==> src/rtl/mem_req_arbiter.sv <==
// Arbiter that lets the instruction-fetch and load/store requesters share one sram-like port.
// An in-order ID FIFO records who owns each outstanding transaction so responses are routed back.
module mem_req_arbiter #(
  parameter int unsigned MAX_OUTSTANDING = 2
) (
  input  logic        clk,
  input  logic        reset,
  input  logic        inst_req,
  input  logic [31:0] inst_addr,
  output logic        inst_addr_ok,
  output logic        inst_data_ok,
  output logic [31:0] inst_rdata,
  input  logic        data_req,
  input  logic        data_wr,
  input  logic [1:0]  data_size,
  input  logic [3:0]  data_wstrb,
  input  logic [31:0] data_addr,
  input  logic [31:0] data_wdata,
  output logic        data_addr_ok,
  output logic        data_data_ok,
  output logic [31:0] data_rdata,
  input  logic        flush,
  output logic        mem_req,
  output logic        mem_wr,
  output logic [1:0]  mem_size,
  output logic [3:0]  mem_wstrb,
  output logic [31:0] mem_addr,
  output logic [31:0] mem_wdata,
  input  logic        mem_addr_ok,
  input  logic        mem_data_ok,
  input  logic [31:0] mem_rdata,
  output logic        busy
);

  localparam int unsigned PW = (MAX_OUTSTANDING > 1) ? $clog2(MAX_OUTSTANDING) : 1;
  localparam int unsigned CW = $clog2(MAX_OUTSTANDING + 1);

  typedef enum logic {
    OWN_INST = 1'b0,
    OWN_DATA = 1'b1
  } owner_e;

  owner_e          fifo_owner   [MAX_OUTSTANDING];
  logic            fifo_discard [MAX_OUTSTANDING];
  logic [PW-1:0]   rd_ptr;
  logic [PW-1:0]   wr_ptr;
  logic [CW-1:0]   count;
  logic            lock;
  owner_e          lock_owner;

  logic            fifo_empty;
  logic            fifo_full;
  logic            pop;
  logic            push;
  logic            room;
  logic            grant_valid;
  owner_e          grant_owner;
  owner_e          head_owner;
  logic            head_discard;

  function automatic logic [PW-1:0] ptr_inc(input logic [PW-1:0] p);
    if (p == PW'(MAX_OUTSTANDING - 1)) begin
      return '0;
    end
    return p + 1'b1;
  endfunction

  assign fifo_empty   = (count == '0);
  assign fifo_full    = (count == CW'(MAX_OUTSTANDING));
  assign pop          = mem_data_ok & ~fifo_empty;
  // A full FIFO still has room when its head retires in the same cycle.
  assign room         = ~fifo_full | pop;
  assign head_owner   = fifo_owner[rd_ptr];
  assign head_discard = fifo_discard[rd_ptr];

  // A stalled request keeps its grant so the shared port never sees it withdrawn or switched.
  always_comb begin
    grant_valid = 1'b0;
    grant_owner = OWN_DATA;
    if (lock) begin
      grant_valid = 1'b1;
      grant_owner = lock_owner;
    end else if (room) begin
      if (data_req) begin
        grant_valid = 1'b1;
        grant_owner = OWN_DATA;
      end else if (inst_req && !flush) begin
        grant_valid = 1'b1;
        grant_owner = OWN_INST;
      end
    end
  end

  always_comb begin
    mem_req   = grant_valid;
    mem_wr    = 1'b0;
    mem_size  = '0;
    mem_wstrb = '0;
    mem_addr  = '0;
    mem_wdata = '0;
    if (grant_valid) begin
      if (grant_owner == OWN_DATA) begin
        mem_wr    = data_wr;
        mem_size  = data_size;
        mem_wstrb = data_wstrb;
        mem_addr  = data_addr;
        mem_wdata = data_wdata;
      end else begin
        mem_size  = 2'd2;
        mem_addr  = inst_addr;
      end
    end
  end

  assign push         = grant_valid & mem_addr_ok;
  assign inst_addr_ok = push & (grant_owner == OWN_INST);
  assign data_addr_ok = push & (grant_owner == OWN_DATA);

  // A flush in the pop cycle also suppresses the head's response.
  assign data_data_ok = pop & (head_owner == OWN_DATA);
  assign inst_data_ok = pop & (head_owner == OWN_INST) & ~head_discard & ~flush;
  assign data_rdata   = data_data_ok ? mem_rdata : '0;
  assign inst_rdata   = inst_data_ok ? mem_rdata : '0;
  assign busy         = ~fifo_empty;

  always_ff @(posedge clk or posedge reset) begin
    if (reset) begin
      rd_ptr     <= '0;
      wr_ptr     <= '0;
      count      <= '0;
      lock       <= 1'b0;
      lock_owner <= OWN_INST;
      for (int unsigned i = 0; i < MAX_OUTSTANDING; i++) begin
        fifo_owner[i]   <= OWN_INST;
        fifo_discard[i] <= 1'b0;
      end
    end else begin
      if (flush) begin
        for (int unsigned i = 0; i < MAX_OUTSTANDING; i++) begin
          if (fifo_owner[i] == OWN_INST) begin
            fifo_discard[i] <= 1'b1;
          end
        end
      end
      if (push) begin
        fifo_owner[wr_ptr]   <= grant_owner;
        fifo_discard[wr_ptr] <= (grant_owner == OWN_INST) & flush;
        wr_ptr               <= ptr_inc(wr_ptr);
      end
      if (pop) begin
        rd_ptr <= ptr_inc(rd_ptr);
      end
      if (push && !pop) begin
        count <= count + 1'b1;
      end else if (pop && !push) begin
        count <= count - 1'b1;
      end
      if (grant_valid && !mem_addr_ok) begin
        lock       <= 1'b1;
        lock_owner <= grant_owner;
      end else if (mem_addr_ok) begin
        lock <= 1'b0;
      end
    end
  end

endmodule

==> config.mk <==
export PLATFORM = sky130hd
export DESIGN_NAME = mem_req_arbiter
export DESIGN_NICKNAME = d
export VERILOG_FILES = /design/src/rtl/mem_req_arbiter.sv
export SDC_FILE = /design/constraint.sdc
export NUM_CORES = 1
export LEC_CHECK = 0
export ABC_AREA = 1
export CAP_MARGIN = 20
export CORE_AREA = 2 2 108 110
export DETAILED_ROUTE_END_ITERATION = 8
export DIE_AREA = 0 0 110 112
export GPL_TIMING_DRIVEN = 0
export PLACE_DENSITY = 0.62
export SYNTH_ARGS = -nofsm -noshare
export SYNTH_HDL_FRONTEND = slang
export SYNTH_SLANG_ARGS = --single-unit
==> constraint.sdc <==
create_clock -name clk -period 2.03 [get_ports clk]
set_input_delay 0.3045 -clock clk [delete_from_list [all_inputs] [get_ports clk]]
set_output_delay 0.3045 -clock clk [all_outputs]
set_load 0.01 [all_outputs]
* Yosys cells after proc, flatten, opt, wreduce, memory -nomap -nowiden
Cells that the tools add are included.
** Storage, ports and cells
- Bits in registers :: 10
- Input port bits :: 142
- Output and inout bits :: 141
- Word-level logic and storage cells :: 93
** Cells by class
- Add/sub/neg operators :: 4
- $lt $le $gt $ge :: 3
- Eq/ne operators :: 1
- Multiplexer cells :: 46
- Bitwise operators :: 18
- Reduce and logical (&&, ||, !) cells :: 12
** Operator list (number)
- $mux 32 :: 6
- $mux 1 :: 29
- $mux 2 :: 6
- $and 1x1->1 :: 9
- $mux 4 :: 2
- $not 1->1 :: 6
- $logic_and 1x1->1 :: 5
- $bwmux 2 :: 2
- $ge 2x2->1 const B :: 2
- $logic_not 1->1 :: 4
- $not 1->2 :: 2
- $reduce_bool 2->1 :: 2
- $add 1x1->1 const B :: 2
- $add 2x1->2 const B :: 1
- $eq 2x2->1 const B :: 1
- $logic_not 2->1 :: 1
- $lt 2x1->1 const B :: 1
- $sub 2x1->2 const B :: 1
- $demux 1 s1 :: 1
- $or 1x1->1 :: 1

* Longest topological paths before layout
Gate-level depths: netlist of the first run.
- Depth after elaboration :: 11
- Depth in mapped cells :: 12
- Depth with buffers taken out :: 11

* Least setup slack after synthesis of the first run
No wires, ideal clock.
- Path type :: flip-flop to flip-flop
- Start :: register count[0]
- End :: register count[1]
- Setup time :: 0.131 ns
- Arrival :: 1.634 ns
- Data required time :: 1.899 ns
- Path slack :: 0.265 ns
- Cell stages (with the launch flop) :: 12
- Path buffers :: 1
- Period minus slack after synthesis :: 1.765 ns
- Cell sequence :: dfrtp_1 > inv_2 > nand3_1 > nand2_1 > nand2_1 > buf_4 > nand2_1 > inv_1 > ha_1 > a21oi_1 > o21ai_0 > xor2_1
** Between the ends
- Cells in the longest elaborated chain, start to end :: 10
- Elaborated cells between the ends (all ways) :: 18
- Those cells by class :: 2 x add/sub; 1 x eq/ne; 4 x mux; 5 x bitwise; 6 x reduce/logical
** RTL lines
- from (decl) :: RTL line 47 : logic [CW-1:0] count;
- from (signal assigned) :: RTL line 154 : count <= count + 1'b1;
- from (signal assigned) :: RTL line 156 : count <= count - 1'b1;
- $logic_not 2->1 :: RTL line 68 : assign fifo_empty = (count == '0);
- $not 1->1 :: RTL line 70 : assign pop = mem_data_ok & ~fifo_empty;
- $and 1x1->1 :: RTL line 70
- $or 1x1->1 :: RTL line 72 : assign room = ~fifo_full | pop;
- $mux 1 :: RTL line 83 : end else if (room) begin
- $mux 1 :: RTL line 80 : if (lock) begin
- $and 1x1->1 :: RTL line 115 : assign push = grant_valid & mem_addr_ok;
- $logic_not 1->1 :: RTL line 155 : end else if (pop && !push) begin
- $logic_and 1x1->1 :: RTL line 155
- $reduce_bool 2->1 (no line)
Parallel ways exist; a longest one is shown, timed or not. The select of a mux whose other input is x is not followed.
A chain may end at the register's enable or synchronous reset.

* Worst setup path after layout of the first run
- Start :: input port data_req
- End :: output port data_addr_ok
** Between the ends
- Cells in the longest elaborated chain, start to end :: 5
- Elaborated cells between the ends (all ways) :: 8
- Those cells by class :: 6 x mux; 2 x bitwise
** RTL lines
- from (decl) :: RTL line 13 : input logic data_req,
- $mux 1 :: RTL line 84 : if (data_req) begin
- $mux 1 :: RTL line 83
- $mux 1 :: RTL line 80
- $and 1x1->1 :: RTL line 115
- $and 1x1->1 * :: RTL line 117 : assign data_addr_ok = push & (grant_owner == OWN_DATA);
- to (decl) :: RTL line 19 : output logic data_addr_ok,
Mark *: on every way between the ends. The rest lies on a longest branch, timed or not.

==> results of run 1 <==
==> area by class of cell <==
cell class	instances	share of cell area [%]
tap	143	3.685
multi-input combinational	283	29.89
timing repair buffer	300	49.11
sequential	10	5.179
buffer	24	6.235
inverter	50	4.020
clock buffer	4	1.829
antenna	1	0.05153
==> per-layer routing <==
metal	GRT usage, %	part of all wire (%)	vias up
met5	0	0	-
met4	2.025	0.64	0
met3	4.684	12	6
met2	34.76	56	169
met1	14.22	32	1478
li1	-	-	1692
==> power by group through the flow <==
stage               clock network, W  logic (W)  registers (W)
floorplan                          0    0.00150       0.000342
global placement                   0    0.00310       0.000352
detailed placement                 0    0.00314       0.000358
CTS                         0.000398    0.00322       0.000359
global route                0.000405    0.00337       0.000367
finish                      0.000390    0.00308       0.000357
==> state kept, by name, indices dropped and copies added, names as in the netlist <==
| register | cells |
|---|---|
| rd_ptr | 1 |
| lock | 1 |
| lock_owner | 1 |
| count | 2 |
| wr_ptr | 1 |
| fifo_owner | 2 |
| fifo_discard | 2 |
==> cells in the final DEF, fill, tap and decap left out, types with 2 or more instances in the layout <==
master and instances:
buf_6 23, nor2_2 24, xor2_1 2, inv_1 44, or2_1 2, inv_2 4, dfrtp_1 9, o21ai_1 5
a21oi_1 2, clkbuf_8 2, buf_8 3, nand3_1 2, buf_4 16, nand2_2 4, buf_2 124, clkdlybuf4s50_1 140
dlygate4sd2_1 4, nor2_1 123, clkbuf_2 3, clkdlybuf4s15_2 2, buf_12 6, o21ai_2 4, clkbuf_16 4, o21ai_0 33
nand2_4 3, nor2_4 23, nand2_1 51
==> cell families after synthesis <==
family / after synthesis
AOI/OAI and AO/OA: 46
xor gates and xnor gates: 3
adders and majority gates: 1
buffers and inverters: 76
DFF: 10
and+or+nand+nor: 233
==> cell usage after synthesis <==
cell / n / share of area (%)
nand3_1: 3 / 0.76
buf_12: 2 / 2.0
o21ai_1: 1 / 0.25
buf_4: 3 / 1.1
buf_2: 13 / 3.3
nand2_1: 58 / 11
nor2_4: 19 / 11
o21bai_1: 1 / 0.38
inv_2: 4 / 0.76
xnor2_1: 1 / 0.45
xor2_1: 2 / 0.89
or2_1: 2 / 0.64
dfrtp_1: 10 / 13
a21oi_1: 2 / 0.51
buf_6: 5 / 2.9
o21ai_0: 41 / 10
a21oi_4: 1 / 0.83
clkbuf_1: 3 / 0.57
nor2_1: 141 / 27
inv_1: 46 / 8.8
ha_1: 1 / 0.64
nor2_2: 10 / 3.2
==> repair_timing <==
item	4_1_cts	5_1_grt
pin swaps	3	10
setup endpoints to repair	141	112
setup buffers	10	7
hold buffers	0	0
resized for setup	568	91
gates cloned	2	1
==> metrics by stage <==
step	utilization [%]	hold slack [ns]	TNS, ns
CTS	44.46	0.3554	-0.3804
global route	43.46	0.3930	-2.509
global placement	44.46	0.4615	-74.98
finish	43.46	0.3396	0
detailed placement	44.46	0.4678	-74.64
floorplan	-	0.1447	0
==> worst max-delay path by stage <==
stage	to	slack [ns]	cells after the start
after floorplan	count[1]	0.27	11
after global placement	mem_wstrb[3]	-0.67	11
after detailed placement	mem_wdata[1]	-0.66	11
after CTS	mem_wdata[7]	-0.03	9
after global routing	mem_wstrb[3]	-0.07	10
final	data_addr_ok	0.03	10
==> out/results.ini, run 1 <==
[outcome]
outcome = finished clean

[critical_path]
r2r-end = count[1]
rr_startpoint = count[0]
cp.required_ns = 1.73
path_class = in -> out
startpoint = data_req
end_kind = output port
slowest_delay_ns = 0.40
crit_arrival_ns = 1.70
startpoint_type = input port
crit_slowest_cell = clkdlybuf4s50_1
path_cells = clkdlybuf4s50_1 -> inv_1 -> nand2_1 -> nor2_2 -> nand2_2 -> nand2_4 -> buf_12 -> buf_6 -> nor2_1 -> buf_4
reg2reg_depth = 11
ff2ff_setup_slack_ns = 0.15
worst-path-buf-inv = 5
crit_fanout = 10
cpLargestDelayFamily = buffers and inverters

[power]
powerDensity_mw_per_mm2 = 788.8
internal-power_w = 0.002071
p_sw_w = 0.001759
fin_total_pwr_w = 0.003831
sw_frac_of_total_pct = 45.93
ir_drop_uv = 366.8
seqPwrFrac_pct = 9.3
leakagePower_nw = 2.612
comb_power_share_pct = 80.5
clkPwrFrac_pct = 10.2

[synthesis]
synth_compound_area_share_pct = 12.40
yosysWarningCount = 0
synthMuxAreaShare_pct = 0
yosys.area_share.simple_pct = 53.44
synth.cell_area_mm2 = 0.001967
synth_nets = 512
synth_xor_area_share_pct = 1.336
ys_ff_latch = 10
synth_top_family_by_area = simple AND/OR/NAND/NOR gates
synthAdderAreaFrac_pct = 0.6361
syn_inst = 369
synth_cell_type_count = 22
ys_seq_area_share_pct = 12.72
synth_area_per_cell_um2 = 5.330

[routing]
vias = 3345
drt_iter0_drc = 102
drc = 0
ant_nets = 0
drt_wl_total_um = 10810
wl_per_cell_um = 13.26
dr.pass1.iters = 4
avgViaCountPerCell = 4.104

[sta]
rsz0062_at_grt = true
layout_min_cycle_time_ns = 2.001
fmax_ghz = 0.4999
fin_ws_ns = 0.02949
setup_viol_count_final = 0
slew_headroom_pct = 74.81
slew_viol_final = 0
worstMarginPinSlew_ns = 0.3774
timing.final.crit_share_pct = 98.55
hold_violations = 0
finClkSkew_ns = 0.002979

[clocking]
cts_tree = built
clk_pin_slew_ns = 0.04
root_buffer = clkbuf_16
clkSinkCount = 10
cts_made_buffers = 3
clock_latency_ns = 0.24
cts_max_level = 1
clock_path_buffers = 2

[place]
dp_cells = 794
gp_congestion = 0.7668
dp_hpwl_um = 9131
post-place-ws_ns = -0.6646
place_area_mm2 = 0.004969
io_buffer_count = 282

[grt]
grtUsageTotal_pct = 16.14
grt_max_degree = 11
grt_pass1_wl_um = 15850
grt_pass1_vias = 3382
grt-ovfl-total = 0
antenna_found_initial = 1

[cells_and_area]
design_area_mm2 = 0.004856
syn_to_final_growth_pct = 146.9
multi_input_area_mm2 = 0.001451
fillers = 1235
fin_cells = 815
seqCellArea_um2 = 251.5
final_nets = 815
drive_above_1_share_pct = 37.26

[die]
core-area_mm2 = 0.01117
fp.dieW_um = 110
dieArea_mm2 = 0.01232
dieHeight_um = 112
start_util_pct = 17.60
ios = 283
rows = 39

[run]
maxCapViolCount = 0

[worst_hold_path]
hold_path_class = in -> async

(Power assumes the default switching activity.)
==> inputs of run 2 (changes only) <==
Settings changed: SKIP_LAST_GASP set to 1.
==> out/results.ini, run 2 (synthesis gave the netlist of run 1 again) <==
[clocking]
cts_tree = built
clkSinkCount = 10  ; unchanged
cts_made_buffers = 3  ; unchanged
clock_path_buffers = 2  ; unchanged
clock_latency_ns = 0.24  ; about the same
root_buffer = clkbuf_16
cts_max_level = 1  ; unchanged
clk_pin_slew_ns = 0.04  ; about the same

[die]
ios = 283  ; unchanged
dieHeight_um = 112  ; unchanged
fp.dieW_um = 110  ; unchanged
rows = 39  ; unchanged
start_util_pct = 17.60  ; unchanged
core-area_mm2 = 0.01117  ; unchanged
dieArea_mm2 = 0.01232  ; unchanged

[cells_and_area]
layout_common_cells = clkdlybuf4s50_1 (138), nor2_1 (125), buf_2 (110)
top_regs = count (2), fifo_discard (2), fifo_owner (2)
final_nets = 821  ; +0.74%
fin_util_pct = 44.54  ; +1.1 points
drive_above_1_share_pct = 37.22  ; about the same
syn_to_final_growth_pct = 153.1
final_common_cell = clkdlybuf4s50_1

[routing]
avgViaCountPerCell = 4.138  ; +0.81%
dr.pass1.iters = 4  ; unchanged
drt_iter0_drc = 72  ; -29%
wl_met2_um = 6239  ; +3.3%
drt_wl_total_um = 11210  ; +3.7%
dr_wl_met3_um = 1269  ; +1.2%
drc = 0  ; unchanged
wl_met1_um = 3561  ; +3.5%
vias = 3397  ; +1.6%
ant_nets = 0  ; unchanged
wl_per_cell_um = 13.65  ; +2.9%
topRoutingLayerUsed = met4

[grt]
antenna_found_initial = 1  ; unchanged
grtUsageTotal_pct = 16.09  ; -0.048 points
grt_pass1_vias = 3399  ; +0.50%
grt_pass1_wl_um = 15800  ; -0.30%
grt-ovfl-total = 0  ; unchanged
grt_max_degree = 11  ; unchanged

[critical_path]
path_cells = inv_2 -> a21oi_4 -> inv_2 -> or2_1 -> buf_6 -> buf_12 -> buf_16 -> nor2_4 -> buf_6
startpoint = count[0]
crit_slowest_cell = dfrtp_1
crit_fanout = 6  ; -4
rr_startpoint = count[0]
r2r-end = count[1]
reg2reg_depth = 11  ; unchanged
startpoint_type = register
cp.required_ns = 1.73  ; about the same
path_class = reg -> out
ff2ff_setup_slack_ns = 0.06  ; -0.09 ns
slowest_delay_ns = 0.37  ; -0.03 ns
cp-endpoint = data_rdata[2]
end_kind = output port
crit_arrival_ns = 1.72  ; +0.02 ns

[power]
ir_drop_uv = 543.1  ; +48%
leakagePower_nw = 2.694  ; +3.2%
powerDensity_mw_per_mm2 = 795.3  ; +0.82%

[sta]
slew_headroom_pct = 74.83  ; about the same
hold_violations = 0  ; unchanged
timing.final.crit_share_pct = 99.79  ; +1.2 points
worstMarginPinSlew_ns = 0.3772  ; -0.0002148 ns
whs_ns = 0.3420  ; +0.002440 ns
fmax_ghz = 0.4937  ; -1.2%
rsz0062_at_grt = true
finClkSkew_ns = 0.002706  ; -0.0002738 ns
slew_viol_final = 0  ; unchanged
setup_viol_count_final = 0  ; unchanged
layout_min_cycle_time_ns = 2.026  ; +0.02516 ns

[place]
dp_hpwl_um = 9131  ; unchanged
gp_congestion = 0.7668  ; unchanged
io_buffer_count = 282  ; unchanged

[outcome]
outcome = finished clean

[run]
maxCapViolCount = 0  ; unchanged

[worst_hold_path]
hold_path_class = in -> async

==> run 2: layer usage <==
layer  global-route usage (%)  up-vias
met5                        0        -
met2                    34.85      177
met1                    14.01     1501
met4                    2.110        0
li1                         -     1709
met3                    4.625       10
==> run 2: worst min path at each step <==
stage / cells past startpoint / slack [ns] / to / start
finish: 2 / 0.34 / count[1] / reset
global route: 2 / 0.40 / count[1] / reset
CTS: 2 / 0.36 / count[1] / reset
detailed placement: 2 / 0.47 / lock_owner / lock_owner
global placement: 2 / 0.46 / lock_owner / lock_owner
floorplan: 1 / 0.14 / count[0] / reset
==> run 2: worst max-delay path: cells and delay by family (launching register included) <==
family	cells	cell delay [ns]
DFF	1	0.37
and+or+nand+nor	2	0.31
buffers and inverters	6	0.64
AOI/OAI and AO/OA	1	0.17
==> run 2: power breakdown <==
group / switching [W] / internal (W)
clock: 0.0000950 / 0.000296
combinational: 0.00164 / 0.00157
sequential: 0.0000650 / 0.000293
total: 0.00180 / 0.00216
==> run 2: what timing repair did <==
| item | 4_1_cts | 5_1_grt |
|---|---|---|
| setup endpoints to repair | 141 | 140 |
| hold buffers | 0 | 0 |
| gates cloned | 2 | 7 |
| setup buffers | 10 | 6 |
| pin swaps | 3 | 14 |
| gates resized for setup | 510 | 142 |
==> run 2: final cells by class <==
class / instances / area (µm²)
fill: 1227 / 6197
timing repair buffer: 305 / 2496
multi-input combinational: 284 / 1461
buffer: 24 / 301.5
sequential: 10 / 250.2
inverter: 50 / 197.7
tap: 143 / 178.9
clock buffer: 4 / 88.84
antenna: 1 / 2.502
==> run 2: stage by stage <==
step	worst slack (ns)	cell area (µm²)	std cells	power [W]	setup TNS, ns
after global placement	-0.6741	4969	794	0.003450	-74.98
after global routing	-0.09086	4977	821	0.004275	-1.639
after detailed placement	-0.6646	4969	794	0.003494	-74.64
after CTS	-0.1336	5100	810	0.004008	-6.001
final	0.004329	4977	821	0.003959	0
after floorplan	0.2655	1967	369	0.001846	0
